## config.mk

```make
export PLATFORM = sky130hd
export DESIGN_NAME = rx_drain_ctrl
export DESIGN_NICKNAME = d
export VERILOG_FILES = /design/src/rtl/rx_drain_ctrl.sv
export SDC_FILE = /design/constraint.sdc
export NUM_CORES = 1
export LEC_CHECK = 0
export BUFFER_PORTS_ARGS = -buffer_cell sky130_fd_sc_hd__buf_2
export CAP_MARGIN = 25
export CORE_MARGIN = 5
export CORE_UTILIZATION = 53
export DETAILED_ROUTE_END_ITERATION = 12
export PLACE_DENSITY = 0.78
export SETUP_SLACK_MARGIN = 0.3
export SYNTH_ARGS = -nofsm -noshare
export SYNTH_HDL_FRONTEND = slang
export SYNTH_SLANG_ARGS = --single-unit
```

## constraint.sdc

```tcl
create_clock -name clk -period 2.3 [get_ports clk]
set_input_delay 0.46 -clock clk [delete_from_list [all_inputs] [get_ports clk]]
set_output_delay 0.46 -clock clk [all_outputs]
set_load 0.01 [all_outputs]
```

## src/rtl/rx_drain_ctrl.sv

```systemverilog
// Receive drain controller: captures engine bytes with their error status into a FIFO and acks the engine.
// Latency: 1 clk from RxRdy to entry visible and to read_0. The engine is held off (no ack) while the FIFO is full.
module rx_drain_ctrl #(
   parameter int DEPTH     = 8,
   parameter int AW        = 3,
   parameter int IRQ_LEVEL = 4
) (
   input  logic          clk,
   input  logic          reset,
   input  logic          RxRdy,
   input  logic [7:0]    rx_data,
   input  logic          PERR,
   input  logic          FERR,
   input  logic          OVF,
   output logic          read_0,
   input  logic          pop,
   output logic [10:0]   rd_data,
   output logic          rd_valid,
   output logic [AW:0]   count,
   output logic          full,
   output logic          irq,
   output logic          underflow
);

   typedef enum logic [1:0] {IDLE, ACK, SETTLE} state_t;

   localparam logic [AW:0]   DEPTH_C = (AW+1)'(DEPTH);
   localparam logic [AW:0]   IRQ_C   = (AW+1)'(IRQ_LEVEL);
   localparam logic [AW:0]   CNT_ONE = 1;
   localparam logic [AW-1:0] PTR_ONE = 1;

   state_t        state;
   logic [10:0]   mem [DEPTH];
   logic [AW-1:0] wr_ptr;
   logic [AW-1:0] rd_ptr;
   logic          push;
   logic          pop_ok;

   assign full     = (count == DEPTH_C);
   assign rd_valid = (count != '0);
   assign rd_data  = rd_valid ? mem[rd_ptr] : 11'h000;
   assign read_0   = (state == ACK);

   // A pop while empty is never honoured, even if a push lands on the same edge.
   assign push   = (state == IDLE) && RxRdy && !full;
   assign pop_ok = pop && rd_valid;

   // Status travels with the byte, sampled before read_0 clears the engine flags.
   always_ff @(posedge clk) begin
      if (!reset && push)
         mem[wr_ptr] <= {PERR, FERR, OVF, rx_data};
   end

   always_ff @(posedge clk) begin
      if (reset) begin
         state     <= IDLE;
         wr_ptr    <= '0;
         rd_ptr    <= '0;
         count     <= '0;
         irq       <= 1'b0;
         underflow <= 1'b0;
      end else begin
         case (state)
            IDLE:    if (push) state <= ACK;
            ACK:     state <= SETTLE;
            SETTLE:  state <= IDLE;
            default: state <= IDLE;
         endcase

         if (push)
            wr_ptr <= wr_ptr + PTR_ONE;
         if (pop_ok)
            rd_ptr <= rd_ptr + PTR_ONE;

         case ({push, pop_ok})
            2'b10:   count <= count + CNT_ONE;
            2'b01:   count <= count - CNT_ONE;
            default: count <= count;
         endcase

         if (pop && !rd_valid)
            underflow <= 1'b1;

         irq <= (count >= IRQ_C) | (rd_valid & (rd_data[10] | rd_data[9] | rd_data[8]));
      end
   end

endmodule
```

* After elaboration in Yosys (flattened, before gate mapping) *
Memory sizes are Yosys's and may differ from the RTL's. A register that Yosys moved wholly into a read port is not among the register bits.
Cells that the tools add are included.

word-level totals
  memories = 1
  register bits = 14
  RAM bits = 88
  input port bits = 15
  output and inout bits = 20
  logic and storage cells = 40

memories
  memory  words  width  rd ports  clocked after memory_dff  wr ports  RTL line  source
  mem     8      11     1         1                         1         33        logic [10:0] mem [DEPTH];

cells by class
  $add $sub $neg = 4
  equal/unequal tests = 5
  muxes and demuxes = 8
  reduce and logical (&&, ||, !) cells = 11
  $lt $le $gt $ge = 1
  bitwise gates (word level) = 4

operators by type and width
  cell                                                                    count
  11-bit 2-to-1 mux                                                       1
  4-bit one-hot mux with 2 select lines                                   1
  3-bit by 1-bit adder with 3-bit output (second input constant)          2
  3-bit 2-to-1 mux                                                        2
  1-bit logical AND                                                       5
  4-bit by 1-bit adder with 4-bit output (second input constant)          1
  2-bit by 1-bit equality test with 1-bit output (second input constant)  2
  4-bit equality test (second input constant)                             1
  4-bit by 3-bit >= comparator with 1-bit output (second input constant)  1
  2-bit one-hot mux with 2 select lines                                   1
  4-bit nonzero test                                                      1
  4-bit by 1-bit subtractor with 4-bit output (second input constant)     1
  1-bit zero test                                                         3
  1-bit OR                                                                3
  2-bit equality test (second input constant)                             1
  2-bit zero test                                                         1
  1-bit 2-to-1 mux                                                        2
  2-bit 2-to-1 mux                                                        1
  2-bit != test (second input constant)                                   1
  2-bit nonzero test                                                      1
  1-bit AND                                                               1

* Depth between registers and ports, before layout *
  depth in word-level cells = 6
  mapped depth = 12
  mapped depth without buffers = 10

* Worst setup path after synthesis *
Ideal clock, no wire load.

  kind = flip-flop to flip-flop
  start = register count[1]
  end = register count[2]
  data arrival time = 2,413 ps
  stages on the path, launching flop included = 13
  path slack = -183 ps
  library setup time = 70 ps
  required time = 2,230 ps
  buffers on the path = 2
  period minus slack after synthesis = 2,483 ps
  path through = dfxtp_1 -> buf_4 -> nor4_4 -> inv_2 -> and2_1 -> buf_2 -> ha_1 -> xor2_1 -> ha_1 -> a21oi_1 -> xor2_1 -> or3_1 -> a21oi_1

between the ends
  elaborated cells between the ends (all ways) = 11
  those cells by class = add/sub (2); eq/ne (3); mux (1); reduce/logical (5)

RTL lines
  item                                                                                          RTL line  source
  start: declaration                                                                            19        output logic [AW:0] count,
  start signal: assignment                                                                      76        2'b10: count <= count + CNT_ONE;
  start signal: assignment                                                                      77        2'b01: count <= count - CNT_ONE;
  start signal: assignment                                                                      78        default: count <= count;
  4-bit nonzero test (*)                                                                        40        assign rd_valid = (count != '0);
  named net rd_valid                                                                            18        output logic rd_valid,
  1-bit logical AND (*)                                                                         46        assign pop_ok = pop && rd_valid;
  named net pop_ok                                                                              37        logic pop_ok;
  2-bit by 1-bit equality test with 1-bit output / 2-bit equality test (equally long branches)  75        case ({push, pop_ok})
  4-bit one-hot mux with 2 select lines / 2-bit nonzero test (equally long branches)            n/a

The timed path passes the listed nets; every way through them passes the cells marked *.
A chain may end at the register's enable or synchronous reset.

==> impl_metrics.env <==
export IMPL_r2r_end="count[2]$_SDFFE_PP0P_"
export IMPL_async_flop_share=0
export IMPL_crit_chain="buf_12 -> mux4_2 -> mux2i_1 -> nor2_1 -> buf_2"
export IMPL_drcViolationCount=0
export IMPL_syn_num_nets=249
export IMPL_synth_flop_cell="edfxtp_1"
export IMPL_seq_area_frac_synth=0.712
export IMPL_hold_path_endpoint="mem[0][0]$_DFFE_PP_"
export IMPL_dp_hpwl_um=4670
export IMPL_design_core_area_sq_um=7730
export IMPL_area_growth_synth_to_final_pct=21.1
export IMPL_ys_types=36
export IMPL_clock_sinks=105
export IMPL_pin_count=35
export IMPL_fmaxAchievable_mhz=440
export IMPL_cts_buffer_depth=2
export IMPL_cts_buffers=9
export IMPL_grt_usage=0.172
export IMPL_worst_pin_slew_ps=317
export IMPL_antenna_found_initial=0
export IMPL_synth_edf_count=88
export IMPL_hold_depth=1
export IMPL_finClkSkew_ps=14.8
export IMPL_arrival_ps=1810
export IMPL_final_util=0.656
export IMPL_leakage_nw=1.74
export IMPL_yosys_area_top_type="edfxtp_1"
export IMPL_start_kind="flip-flop"
export IMPL_status="completed"
export IMPL_post_dp_cell_area_sq_um=4610
export IMPL_tns_ps=0
export IMPL_grt_pass1_wl_um=12600
export IMPL_critical_path_top_delay_family="multiplexers"
export IMPL_cts_tree="done"
export IMPL_portBuffers=34
export IMPL_via_per_inst=5.56
export IMPL_root_buffer="clkbuf_8"
export IMPL_initial_core_util=0.542
export IMPL_dr_pass1_iters=6
export IMPL_nets=311
export IMPL_critPathRequiredTime_ps=1840
export IMPL_cap_violations=0
export IMPL_setup_viol=0
export IMPL_netlist_area_sq_um=4190
export IMPL_rrSetupSlack_ps=50
export IMPL_die_y_um=98.9
export IMPL_ys_warn_count=0
export IMPL_fin_crit_ps=2270
export IMPL_routed_via_count=2213
export IMPL_synth_most_common_cell="edfxtp_1"
export IMPL_cpMaxStageDelayCell="mux4_2"
export IMPL_grt_overflow_total=0
export IMPL_setup_ws_ps=29.8
export IMPL_report_final_slew_viol_count=0
export IMPL_wirelength_um=7970
export IMPL_clk_latency_ps=370
export IMPL_worst_setup_path_end_kind="primary output"
export IMPL_clkTransAtPathRegs_ps=100
export IMPL_die_area_sq_um=9780
export IMPL_h_tree_depth=3
export IMPL_die_w_um=98.9
export IMPL_n_antenna_cell=0
export IMPL_finalInstanceArea_sq_um=5070
export IMPL_hp_start="rx_data[0]"
export IMPL_min_path_type="input pin to flip-flop"
export IMPL_synth_top_area_frac=0.631
export IMPL_drive_gt1_frac=0.456
export IMPL_max_stage_delay_ps=520
export IMPL_wl_per_cell_um=20.0
export IMPL_r2r_start="count[2]$_SDFFE_PP0P_"
export IMPL_cp_max_fo=5
export IMPL_grt_max_degree=18
export IMPL_rows=32
export IMPL_synth_cells=229
export IMPL_drt_iter0_markers=102
export IMPL_postSynthAreaPerCell_sq_um=18.3
export IMPL_preCtsSetupSlack_ps=54.0
export IMPL_worst_path_buf_inv=2
export IMPL_relSlewSlack=0.789
export IMPL_fin_crit_sh=0.987
export IMPL_nFillCells=508
export IMPL_synth_top_cells_by_count="edfxtp_1, nor2_1, mux4_2"
export IMPL_powerDensity_nw_per_um2=1020
export IMPL_crit_type="flip-flop to primary output"
export IMPL_rsz0062_at_grt="true"
export IMPL_ant_nets=0
export IMPL_synth_seq_cells=105
export IMPL_ir_drop_uv=1020
export IMPL_hold_violations=0
export IMPL_grt_pass1_vias=2296
export IMPL_synth_area_leaders="edfxtp_1, mux4_2, dfxtp_1, mux2i_1, nor2_1"
export IMPL_gp_congestion=0.762
export IMPL_reg2reg_depth=9
[stage by stage]
step | instances | power [W] | hold WS, ps
2_1_floorplan | 229 | 0.00326 | 485
3_3_place_gp | 369 | 0.00363 | 447
3_5_place_dp | 369 | 0.00367 | 479
4_1_cts | 397 | 0.00510 | 353
5_1_grt | 398 | 0.00543 | 362
6_report | 398 | 0.00515 | 357
[area by class of cell]
| cell class | count | area, sq um | area share |
|---|---|---|---|
| clock buffers | 12 | 155 | 0.0306 |
| clock inverters | 4 | 48.8 | 0.00962 |
| inverters | 2 | 10.0 | 0.00197 |
| multi-input cells | 110 | 1240 | 0.245 |
| flip-flops and latches | 105 | 3010 | 0.593 |
| well taps | 102 | 128 | 0.0252 |
| repair buffers | 63 | 482 | 0.0950 |
[layout by cell type (no fill, tap or decap), drive strengths merged]
cell type	count
a21o	1
a21oi	4
and2	1
and4	1
buf	63
bufinv	1
clkbuf	12
dfxtp	17
edfxtp	88
ha	5
inv	5
mux2i	14
mux4	22
nand2	1
nand2b	2
nand3	4
nand4	1
nor2	31
nor2b	3
nor3	3
nor4	1
nor4b	1
nor4bb	1
o21ai	3
or3	2
or3b	1
or4b	1
xnor2	1
xor2	6
[report_power, final]
part | total (W) | leakage, nW | switching, W | internal [W]
logic | 0.00168 | 0.698 | 0.000775 | 0.000903
registers | 0.00231 | 0.938 | 0.000127 | 0.00219
clock network | 0.00116 | 0.108 | 0.000590 | 0.000566
total | 0.00515 | 1.74 | 0.00149 | 0.00365
[how the worst max path moves through the flow]
stage | start | endpoint | depth (start not counted) | slack (ps)
2_1_floorplan | count[3]$_SDFFE_PP0P_ | count[2]$_SDFFE_PP0P_ | 11 | 80
3_3_place_gp | count[0]$_SDFFE_PP0P_ | count[2]$_SDFFE_PP0P_ | 9 | 130
3_5_place_dp | count[0]$_SDFFE_PP0P_ | count[2]$_SDFFE_PP0P_ | 9 | 50
4_1_cts | flip-flop | rd_data[6] | 5 | -1
5_1_grt | flip-flop | rd_data[4] | 5 | -60
6_report | flip-flop | rd_data[4] | 5 | 30
[cells by family (layout without fill, tap and decap cells)]
group                    after synthesis  in the layout  synth area share
AND/OR/NAND/NOR                       54             54            0.0723
flip-flops                           105            105             0.712
XOR/XNOR                               7              7            0.0164
multiplexers                          36             36             0.155
AO/OA/AOI/OAI                          8              8            0.0102
adder cells (fa/ha/maj)                5              5            0.0149
buffers and inverters                 14             81            0.0191
[worst register-to-register path, delay by kind of cell (launching register included)]
kind / cells / cell delay [ps]
and+or+nand+nor: 3 / 1000
DFF: 1 / 370
xor gates and xnor gates: 2 / 330
adders and majority gates: 2 / 330
AOI/OAI and AO/OA: 2 / 160
[metal layers]
metal	global-route usage	routed length, um
met2	0.282	4150
met3	0.0354	360
met4	0.0599	102
met1	0.229	3350
met5	0	0
[flip-flops by register name (all words and copies together), names as in the netlist, named ones only]
| signal | count |
|---|---|
| wr_ptr | 3 |
| count | 4 |
| irq | 1 |
| rd_ptr | 3 |
| mem | 88 |
| state | 2 |
| underflow | 1 |
[timing repair]
action,in CTS,in global routing
hold buffers,0,0
pin swaps,7,9
setup buffers,10,1
cloned,2,0
gates resized for setup,23,10
setup endpoints to repair,27,85
Note: power is estimated with default switching activity, not from simulation.
